**src/rtl/filter_tap_loader.sv**
```systemverilog
// Tap-set controller: stores NSETS banks of FLTLEN signed taps and streams a
// header plus the selected bank to a filter message port with GAP idle cycles.
`ifndef MSG_WIDTH
`define MSG_WIDTH 32
`endif

module filter_tap_loader #(
  parameter int WIDTH     = 32,
  parameter int FLTLEN    = 10,
  parameter int NSETS     = 4,
  parameter int GAP       = 0,
  parameter int FILTER_ID = 0,
  localparam int SW = (NSETS  > 1) ? $clog2(NSETS)  : 1,
  localparam int AW = (FLTLEN > 1) ? $clog2(FLTLEN) : 1,
  localparam int TW = WIDTH / 2,
  localparam int MW = `MSG_WIDTH
) (
  input  logic          clk,
  input  logic          rst,
  input  logic          wr_en,
  input  logic [SW-1:0] wr_set,
  input  logic [AW-1:0] wr_addr,
  input  logic [TW-1:0] wr_data,
  input  logic          load_start,
  input  logic [SW-1:0] load_set,
  output logic          busy,
  output logic          done,
  output logic [SW-1:0] active_set,
  output logic [MW-1:0] out_msg,
  output logic          out_msg_nd,
  output logic          error
);

  typedef enum logic [1:0] {IDLE, HDR, TAP, WAIT} state_t;

  localparam logic [MW-1:0] HDR_WORD = {1'b1, (MW-1)'(FILTER_ID)};

  state_t        state;
  logic [SW-1:0] cur_set;
  logic [AW-1:0] idx;
  logic [7:0]    gap_cnt;

  // Padded to full index ranges so every index is exact-width; the entries
  // beyond NSETS/FLTLEN are never written.
  logic [TW-1:0] store [0:(1<<SW)-1][0:(1<<AW)-1];

  logic          wr_ok;
  logic          wr_bad;
  logic [AW-1:0] rd_idx;
  logic [TW-1:0] rd_tap;
  logic [MW-1:0] tap_msg;

  always_comb begin
    wr_ok  = wr_en && (32'(wr_set) < NSETS) && (32'(wr_addr) < FLTLEN)
             && !(state != IDLE && wr_set == cur_set);
    wr_bad = wr_en && !wr_ok;
    // In TAP the word being prepared is the next tap; elsewhere idx already points at it.
    rd_idx  = (state == TAP) ? idx + AW'(1) : idx;
    rd_tap  = store[cur_set][rd_idx];
    tap_msg = {1'b0, {(MW-1-TW){rd_tap[TW-1]}}, rd_tap};
  end

  always_ff @(posedge clk) begin
    if (wr_ok) store[wr_set][wr_addr] <= wr_data;
  end

  always_ff @(posedge clk) begin
    if (rst) begin
      state      <= IDLE;
      cur_set    <= '0;
      idx        <= '0;
      gap_cnt    <= '0;
      busy       <= 1'b0;
      done       <= 1'b0;
      active_set <= '0;
      out_msg    <= '0;
      out_msg_nd <= 1'b0;
      error      <= 1'b0;
    end else begin
      done <= 1'b0;
      if (wr_bad || (load_start && state != IDLE)) error <= 1'b1;

      case (state)
        IDLE: begin
          out_msg    <= '0;
          out_msg_nd <= 1'b0;
          if (load_start) begin
            if (32'(load_set) < NSETS) begin
              cur_set    <= load_set;
              idx        <= '0;
              busy       <= 1'b1;
              out_msg    <= HDR_WORD;
              out_msg_nd <= 1'b1;
              state      <= HDR;
            end else begin
              error <= 1'b1;
            end
          end
        end

        HDR: begin
          if (GAP > 0) begin
            gap_cnt    <= 8'(GAP - 1);
            out_msg    <= '0;
            out_msg_nd <= 1'b0;
            state      <= WAIT;
          end else begin
            out_msg    <= tap_msg;
            out_msg_nd <= 1'b1;
            state      <= TAP;
          end
        end

        TAP: begin
          if (idx == AW'(FLTLEN - 1)) begin
            busy       <= 1'b0;
            done       <= 1'b1;
            active_set <= cur_set;
            out_msg    <= '0;
            out_msg_nd <= 1'b0;
            state      <= IDLE;
          end else begin
            idx <= idx + AW'(1);
            if (GAP > 0) begin
              gap_cnt    <= 8'(GAP - 1);
              out_msg    <= '0;
              out_msg_nd <= 1'b0;
              state      <= WAIT;
            end else begin
              out_msg    <= tap_msg;
              out_msg_nd <= 1'b1;
            end
          end
        end

        WAIT: begin
          if (gap_cnt == 8'd0) begin
            out_msg    <= tap_msg;
            out_msg_nd <= 1'b1;
            state      <= TAP;
          end else begin
            gap_cnt    <= gap_cnt - 8'd1;
            out_msg    <= '0;
            out_msg_nd <= 1'b0;
          end
        end

        default: state <= IDLE;
      endcase
    end
  end

endmodule

```
**config.mk**
```make
export PLATFORM = sky130hd
export DESIGN_NAME = filter_tap_loader
export DESIGN_NICKNAME = d
export VERILOG_FILES = /design/src/rtl/filter_tap_loader.sv
export SDC_FILE = /design/constraint.sdc
export NUM_CORES = 1
export LEC_CHECK = 0
export CORE_MARGIN = 10
export CORE_UTILIZATION = 55
export DETAILED_ROUTE_END_ITERATION = 8
export HOLD_SLACK_MARGIN = 0.12
export PLACE_DENSITY = 0.76
export SYNTH_ARGS = -nofsm -noshare
export SYNTH_HDL_FRONTEND = slang
export SYNTH_SLANG_ARGS = --single-unit
```
**constraint.sdc**
```tcl
create_clock -name clk -period 5.6 [get_ports clk]
set_clock_uncertainty 0.1 [all_clocks]
set_input_delay 1.12 -clock clk [delete_from_list [all_inputs] [get_ports clk]]
set_output_delay 1.12 -clock clk [all_outputs]
set_load 0.01 [all_outputs]
```
==> Flow_metrics.wiki, run 1 <==
{| class="wikitable"
! Metric !! Value
|-
| Run status || completed
|-
| Quantity of hold-fixing buffers added after cts || 0
|-
| Average size of a mapped cell || between 20 and 25 um^2
|-
| Number of antenna violations at the first check in global routing || 4
|-
| Via count of the first global-routing pass || 20100
|-
| Final routed wirelength across all metal layers || ~85000 um
|-
| Final instance count without filler cells || roughly 3300
|-
| Fraction of synthesis flops using an asynchronous set or reset pin || 0
|-
| Placement Rows || approximately 100
|-
| Via count || 19400
|-
| Gpl congestion || 0.827
|-
| RR Startpoint || state[0]
|-
| Share of layout cells above drive strength 1 || 0.230
|-
| Setup TNS || 0 ns
|-
| Final Total Pwr || 17.0 mW
|-
| Port-buffer cells || 65
|-
| Measured slew at the worst slew-check pin || between 1 and 1.5 ns
|-
| Clock-pin slew on the worst setup and hold paths || 0.06 ns
|-
| Global route total overflow || 0
|-
| Sequential fraction of the synthesis area || 0.775
|-
| Period Utilization, post-route || 0.669
|-
| Worst relative slew slack || 0.139
|-
| Iteration-0 DRC Markers || ~2200
|-
| Area of the placeable core || approximately 73000 um^2
|-
| GRT Util Overall || 0.201
|-
| Count of synthesis-stage warnings from yosys || 0
|-
| Worst IR drop on VDD || between 0.0002 and 0.0003 V
|-
| Pre-Repair DR Iteration Count || 5
|-
| Most used cell along the critical path || sky130_fd_sc_hd__mux4_2
|-
| Unrepaired setup endpoints after global routing || no
|-
| Critical R2R Capture || out_msg[5]
|-
| Most numerous cell types in the synthesized netlist || 1024 x sky130_fd_sc_hd__edfxtp_1, 301 x sky130_fd_sc_hd__mux4_2, 74 x sky130_fd_sc_hd__nor2_1
|-
| Critical Path End Type || register
|-
| Depth of the CTS H-tree || 3
|-
| Period minus WS final || roughly 3.7 ns
|-
| Remaining number of nets flagged by the antenna check after routing || 0
|-
| WHS Endpoint || busy
|-
| Average wire per standard cell || 25.5 um
|-
| Delay of the slowest cell on the worst path || ~0.74 ns
|-
| Cell Pwr Density || about 360 nW/um^2
|-
| Worst-Skew Late Latency || 0.67 ns
|-
| Num Clock Sinks || 1065
|-
| Initial core utilization || 0.556
|-
| Inserted Diodes || 0
|-
| Residual DRC count || 0
|-
| Count of state elements after synthesis || ~1100
|-
| Worst min path class || reg -> reg
|-
| Number of enable-type register cells in the synthesized netlist || approximately 1000
|-
| Critical path type || reg -> reg
|-
| Chip Height || slightly below 300 um
|-
| Primary flip-flop cell chosen by synthesis mapping || sky130_fd_sc_hd__edfxtp_1
|-
| Worst EP required || between 6 and 7 ns
|-
| Post-placement cell count || 3146
|-
| Maximum number of pins on one net before global-route repair || a little over 70
|-
| Global-route wire length before repair || around 130000 um
|-
| Kind of start point of the critical path || register
|-
| Number of max-slew violations in the final report || 0
|-
| Number of buffers inserted to repair setup after CTS || 0
|-
| Synthesized instance count || approximately 1800
|-
| HP Start || busy
|-
| Endpoints failing hold || 0
|-
| Main area contributors after synthesis || sky130_fd_sc_hd__edfxtp_1 76%, sky130_fd_sc_hd__mux4_2 17%, sky130_fd_sc_hd__dfxtp_1 2.0%
|-
| Most instantiated library cell after synthesis || sky130_fd_sc_hd__edfxtp_1
|-
| Avg Vias per Cell || 5.81
|-
| Crit path cell chain || nand2b_1, inv_1, ha_4, buf_12, mux4_2, mux4_2, nor2_1, nor4bb_1
|-
| # IOs || between 60 and 70
|-
| Synth Cell Area || slightly above 40000 um^2
|-
| Final setup fails || 0
|-
| Relative area change from synthesis to final layout || 16.2%
|-
| DIE WIDTH || about 290 um
|-
| Post-CTS resize count || 0
|-
| Critical-path maximum fanout || 70
|-
| Highest-delay cell along the critical path || sky130_fd_sc_hd__ha_4
|-
| Max Freq || 0.267 GHz
|-
| Inserted Clock Buffers || 103
|-
| Root buf cell || sky130_fd_sc_hd__clkbuf_16
|-
| Clock tree from TritonCTS || done
|-
| Synth cell types || between 50 and 60
|-
| Data arrival time at the worst-slack endpoint || approximately 4.2 ns
|-
| Die area || between 80000 and 90000 um^2
|-
| Clock Path Buffers || 3
|-
| Fillers || about 4700
|-
| Cell type contributing the most total cell area after synthesis || sky130_fd_sc_hd__edfxtp_1
|-
| HPWL after DPL || between 40000 and 50000 um
|-
| Number of nets in the layout || ~2300
|-
| Static leakage power || ~16 nW
|-
| Total of max-cap violations || 0
|-
| Post-synth top area share || 0.755
|-
| Number of stages on the worst hold path || 2
|-
| Internal reg-to-reg setup slack || around 1.9 ns
|-
| Worst reg2reg path depth || 8
|}
[power breakdown]
part           switching, mW  total, mW  internal (mW)  leakage [nW]
Sequential             0.104       9.13           9.02          9.85
Clock                   2.86       6.66           3.80          1.59
Combinational          0.643       1.17          0.528          4.33
[worst max-delay path by stage]
| stage | startpoint | endpoint | cells after the start |
|---|---|---|---|
| final | state[0] | out_msg[5] | 8 |
| after global placement | wr_set[1] | store[1][138] | 7 |
| after CTS | state[0] | out_msg[3] | 8 |
| after floorplan | wr_set[1] | store[0][192] | 5 |
| after detailed placement | wr_set[1] | store[1][142] | 7 |
| after global routing | state[0] | out_msg[3] | 8 |
[flip-flops by register name (all words and copies together) (netlist names), named ones only]
name        cells
store        1024
gap_cnt         8
error           1
out_msg        17
busy            1
idx             4
out_msg_nd      1
active_set      2
done            1
state           2
cur_set         2
[worst max-delay path: cells and delay by family, from the launching register on]
family | cells | cell delay (ns)
AND/OR/NAND/NOR | 3 | 1.07
adder cells (fa/ha/maj) | 1 | 0.74
buffers and inverters | 2 | 0.62
multiplexers | 2 | 0.53
flip-flops | 1 | 0.43
[cells by family after synthesis]
kind of cell,Yosys count,share of synthesized area
other,1,0.0000921
multiplexers,320,0.171
flip-flops,1065,0.775
AO/OA/AOI/OAI,75,0.0128
XOR/XNOR,7,0.00151
adder cells (fa/ha/maj),4,0.00123
AND/OR/NAND/NOR,187,0.0228
buffers and inverters,111,0.0149
[per-stage QoR]
| step | hold WS (ns) | worst slack, ns | util | instance area, um^2 |
|---|---|---|---|---|
| 4_1_cts | 0.373 | 1.93 | 0.646 | 47300 |
| 2_1_floorplan | 0.359 | 2.38 | - | 42200 |
| 3_5_place_dp | 0.364 | 1.49 | 0.602 | 44000 |
| 6_report | 0.371 | 1.85 | 0.646 | 47300 |
| 5_1_grt | 0.388 | 1.74 | 0.646 | 47300 |
| 3_3_place_gp | 0.344 | 1.52 | 0.602 | 44000 |
[layer usage]
layer  part of all wire  global-route usage  vias to the layer above  routed length (um)
met3               0.10              0.0571                      135                8640
met5            0.00062                   0                        -                  53
met4              0.024              0.0609                        8                2010
met1               0.38               0.264                    10100               32200
li1                   -                   -                     8162                   -
met2               0.50               0.327                      948               42200
[cell usage in the layout (no fill, tap or decap), types with 16 or more instances in the layout]
cell                                 n
sky130_fd_sc_hd__edfxtp_1         1024
sky130_fd_sc_hd__conb_1            384
sky130_fd_sc_hd__mux4_2            301
sky130_fd_sc_hd__clkbuf_16         103
sky130_fd_sc_hd__nor2_1             67
sky130_fd_sc_hd__buf_4              63
sky130_fd_sc_hd__nand2_1            53
sky130_fd_sc_hd__clkdlybuf4s50_1    49
sky130_fd_sc_hd__dfxtp_1            39
sky130_fd_sc_hd__clkbuf_1           28
sky130_fd_sc_hd__clkinv_1           22
sky130_fd_sc_hd__mux2i_1            19
sky130_fd_sc_hd__a21oi_1            17
sky130_fd_sc_hd__nor4bb_1           16
sky130_fd_sc_hd__buf_2              16
[cell type report]
class / instances / area (um^2) / area share
clock buffer: 134 / 2720 / 0.0576
inverter: 8 / 30.0 / 0.000635
tap: 959 / 1200 / 0.0254
sequential: 1065 / 31600 / 0.667
timing repair buffer: 137 / 1220 / 0.0259
clock inverter: 53 / 543 / 0.0115
multi-input combinational: 977 / 10000 / 0.212
No activity file was read; power rests on OpenSTA's default activity.
==> run 2, diff against run 1 <==
--- a/config.mk
+++ b/config.mk
@@ -9,7 +9,7 @@
 export CORE_UTILIZATION = 55
 export DETAILED_ROUTE_END_ITERATION = 8
 export HOLD_SLACK_MARGIN = 0.12
-export PLACE_DENSITY = 0.76
+export PLACE_DENSITY = 0.79
 export SYNTH_ARGS = -nofsm -noshare
 export SYNTH_HDL_FRONTEND = slang
 export SYNTH_SLANG_ARGS = --single-unit
==> constraint.sdc (replaced) <==
create_clock -name clk -period 3.1 [get_ports clk]
set_clock_uncertainty 0.1 [all_clocks]
set_input_delay 0.62 -clock clk [delete_from_list [all_inputs] [get_ports clk]]
set_output_delay 0.62 -clock clk [all_outputs]
set_load 0.01 [all_outputs]
==> run 2 against run 1 <==
  * First-iteration DRC count increased by 21%
  * Clock power increased by 86%
  * Sequential power rose by 80%
  * Utilization rose by 1.5 points
  * Power is 84% higher
  * Largest cell class unchanged
  * Maximum frequency grew 25%
  * Setup slack got worse by 1.7 ns
  * Global-route usage rose by 1.2 points
  * Sequential share of layout area shrank 1.5 points
==> Flow_metrics.wiki, run 2 (synthesized netlist as in run 1, its figures left out) <==
{| class="wikitable"
! Metric !! Value
|-
| Worst EP required || 3.51 ns
|-
| Kind of start point of the critical path || register
|-
| Utilization after layout || 0.662
|-
| Average wire per standard cell || about 26 um
|-
| Data arrival time at the worst-slack endpoint || approximately 3.4 ns
|-
| Max Freq || roughly 0.33 GHz
|-
| Clock-pin slew on the worst setup and hold paths || roughly 0.060 ns
|-
| Total of max-cap violations || 0
|-
| Number of antenna violations at the first check in global routing || 4
|-
| Chip Height || 292 um
|-
| Depth of the CTS H-tree || 3
|-
| Number of max-slew violations in the final report || 0
|-
| Global route total overflow || 0
|-
| Cell Pwr Density || around 640 nW/um^2
|-
| Num Clock Sinks || between 1000 and 1500
|-
| Clock Path Buffers || 3
|-
| Global-route wire length before repair || ~140000 um
|-
| Largest register FFs || ~1000
|-
| Relative area change from synthesis to final layout || 19.0%
|-
| Commonest non-fill, non-tap cell in the layout || sky130_fd_sc_hd__edfxtp_1
|-
| Via count || between 20000 and 25000
|-
| Gpl congestion || 0.869
|-
| Static leakage power || ~16 nW
|-
| Inserted Clock Buffers || a little over 100
|-
| Share of layout cells above drive strength 1 || 0.259
|-
| Clock tree from TritonCTS || done
|-
| Run status || completed
|-
| HPWL after DPL || roughly 54000 um
|-
| Commonest cells after routing, fill and taps aside || 1024 x sky130_fd_sc_hd__edfxtp_1, 384 x sky130_fd_sc_hd__conb_1, 301 x sky130_fd_sc_hd__mux4_2, 112 x sky130_fd_sc_hd__buf_4, 104 x sky130_fd_sc_hd__clkbuf_16
|-
| Critical Path End Type || register
|-
| Final Total Pwr || ~31 mW
|-
| Area of the placeable core || 73200 um^2
|-
| Register bank with the most flops || store
|-
| Maximum number of pins on one net before global-route repair || 65
|-
| Worst min path class || in -> reg
|-
| Final setup fails || 0
|-
| Worst IR drop on VDD || roughly 0.00045 V
|-
| Final routed wirelength across all metal layers || 90300 um
|-
| Worst setup timing slack at the placement stage || -0.222 ns
|-
| Die area || approximately 85000 um^2
|-
| Period Utilization, post-route || 0.965
|-
| Root buf cell || sky130_fd_sc_hd__clkbuf_16
|-
| Critical-path maximum fanout || 9
|-
| Iteration-0 DRC Markers || about 2600
|-
| Port-buffer cells || 65
|-
| Period minus WS final || 2.99 ns
|-
| Fillers || 4430
|-
| Unrepaired setup endpoints after global routing || no
|-
| Worst relative slew slack || 0.445
|-
| Placement Rows || 99
|-
| DIE WIDTH || 292 um
|-
| Pre-Repair DR Iteration Count || 5
|-
| Measured slew at the worst slew-check pin || 0.832 ns
|-
| Setup TNS || 0 ns
|-
| Endpoints failing hold || 0
|-
| Initial core utilization || 0.556
|-
| Inserted Diodes || 0
|-
| Top flop regs || store: 1024 flops, out_msg: 17 flops, gap_cnt: 8 flops
|-
| Number of buffers inserted to repair setup after CTS || 0
|-
| Internal reg-to-reg setup slack || approximately 0.11 ns
|-
| Worst-Skew Late Latency || ~0.67 ns
|-
| Avg Vias per Cell || a little under 6
|-
| Remaining number of nets flagged by the antenna check after routing || 0
|-
| # IOs || 66
|-
| Number of nets in the layout || about 2400
|-
| Residual DRC count || 0
|-
| Final WS setup || around 0.11 ns
|-
| GRT Util Overall || 0.214
|-
| Via count of the first global-routing pass || around 21000
|-
| Critical path type || reg -> reg
|}
-- run 2: cell types whose count changed in the layout (fill, tap and decap cells not counted), moves of 4 or more --
| cell | before | now |
|---|---|---|
| sky130_fd_sc_hd__buf_12 | 9 | 38 |
| sky130_fd_sc_hd__o22ai_1 | 14 | 6 |
| sky130_fd_sc_hd__nor2_1 | 67 | 72 |
| sky130_fd_sc_hd__o22ai_2 | 0 | 6 |
| sky130_fd_sc_hd__nor2_2 | 7 | 2 |
| sky130_fd_sc_hd__buf_4 | 63 | 112 |
| sky130_fd_sc_hd__nor4bb_1 | 16 | 12 |
-- run 2: power breakdown --
group,leakage (nW),internal [mW],switching [mW],total [mW]
Combinational,4.84,1.05,1.25,2.30
Sequential,9.85,16.3,0.160,16.4
Clock,1.63,7.17,5.23,12.4
-- run 2: area by class of cell --
type	count	area, um^2	area share
sequential	1065	31600	0.652
timing repair buffer	215	2170	0.0448
inverter	8	30.0	0.000620
multi-input combinational	977	10100	0.209
clock buffer	133	2740	0.0566
clock inverter	58	618	0.0128
tap	959	1200	0.0248
-- run 2: path summary, 6_finish.rpt --
kind | from | endpoint | cells after the start
min reg2reg | busy | busy | 2
max | idx[0] | out_msg[5] | 8
min | wr_data[14] | store[1][94] | 1
max reg2reg | idx[0] | out_msg[5] | 8
-- run 2: worst max-delay path, cell delays in order, from the launching register on --
cell                       delay, ns
sky130_fd_sc_hd__dfxtp_1        0.46
sky130_fd_sc_hd__ha_1           0.35
sky130_fd_sc_hd__a21oi_1        0.08
sky130_fd_sc_hd__o21ai_0        0.28
sky130_fd_sc_hd__o22a_1         0.32
sky130_fd_sc_hd__buf_4          0.33
sky130_fd_sc_hd__buf_4          0.25
sky130_fd_sc_hd__o22ai_4        0.13
sky130_fd_sc_hd__nor4bb_2       0.50
-- run 2: routing by layer --
metal / routed length (um) / share of wire / vias to the layer above / GRT usage
met5: 39 / 0.00043 / - / 0
met2: 44200 / 0.49 / 1237 / 0.347
met4: 3520 / 0.039 / 6 / 0.0819
met1: 33500 / 0.37 / 10400 / 0.283
met3: 9020 / 0.10 / 224 / 0.0470
li1: - / - / 8319 / -
-- run 2: per-stage QoR --
stage	instances	cell area, um^2	hold WS (ns)
4_1_cts	3415	48400	0.278
5_1_grt	3415	48400	0.317
3_5_place_dp	3224	45000	0.354
3_3_place_gp	3224	45000	0.347
6_report	3415	48400	0.303
2_1_floorplan	2153	42200	0.359
-- run 2: repair_timing --
| item | 4_1_cts | 5_1_grt |
|---|---|---|
| gates resized for setup | 6 | 9 |
| endpoints found under the hold margin | 0 | 0 |
| setup endpoints to repair | 5 | 6 |
| hold buffers | 0 | 0 |
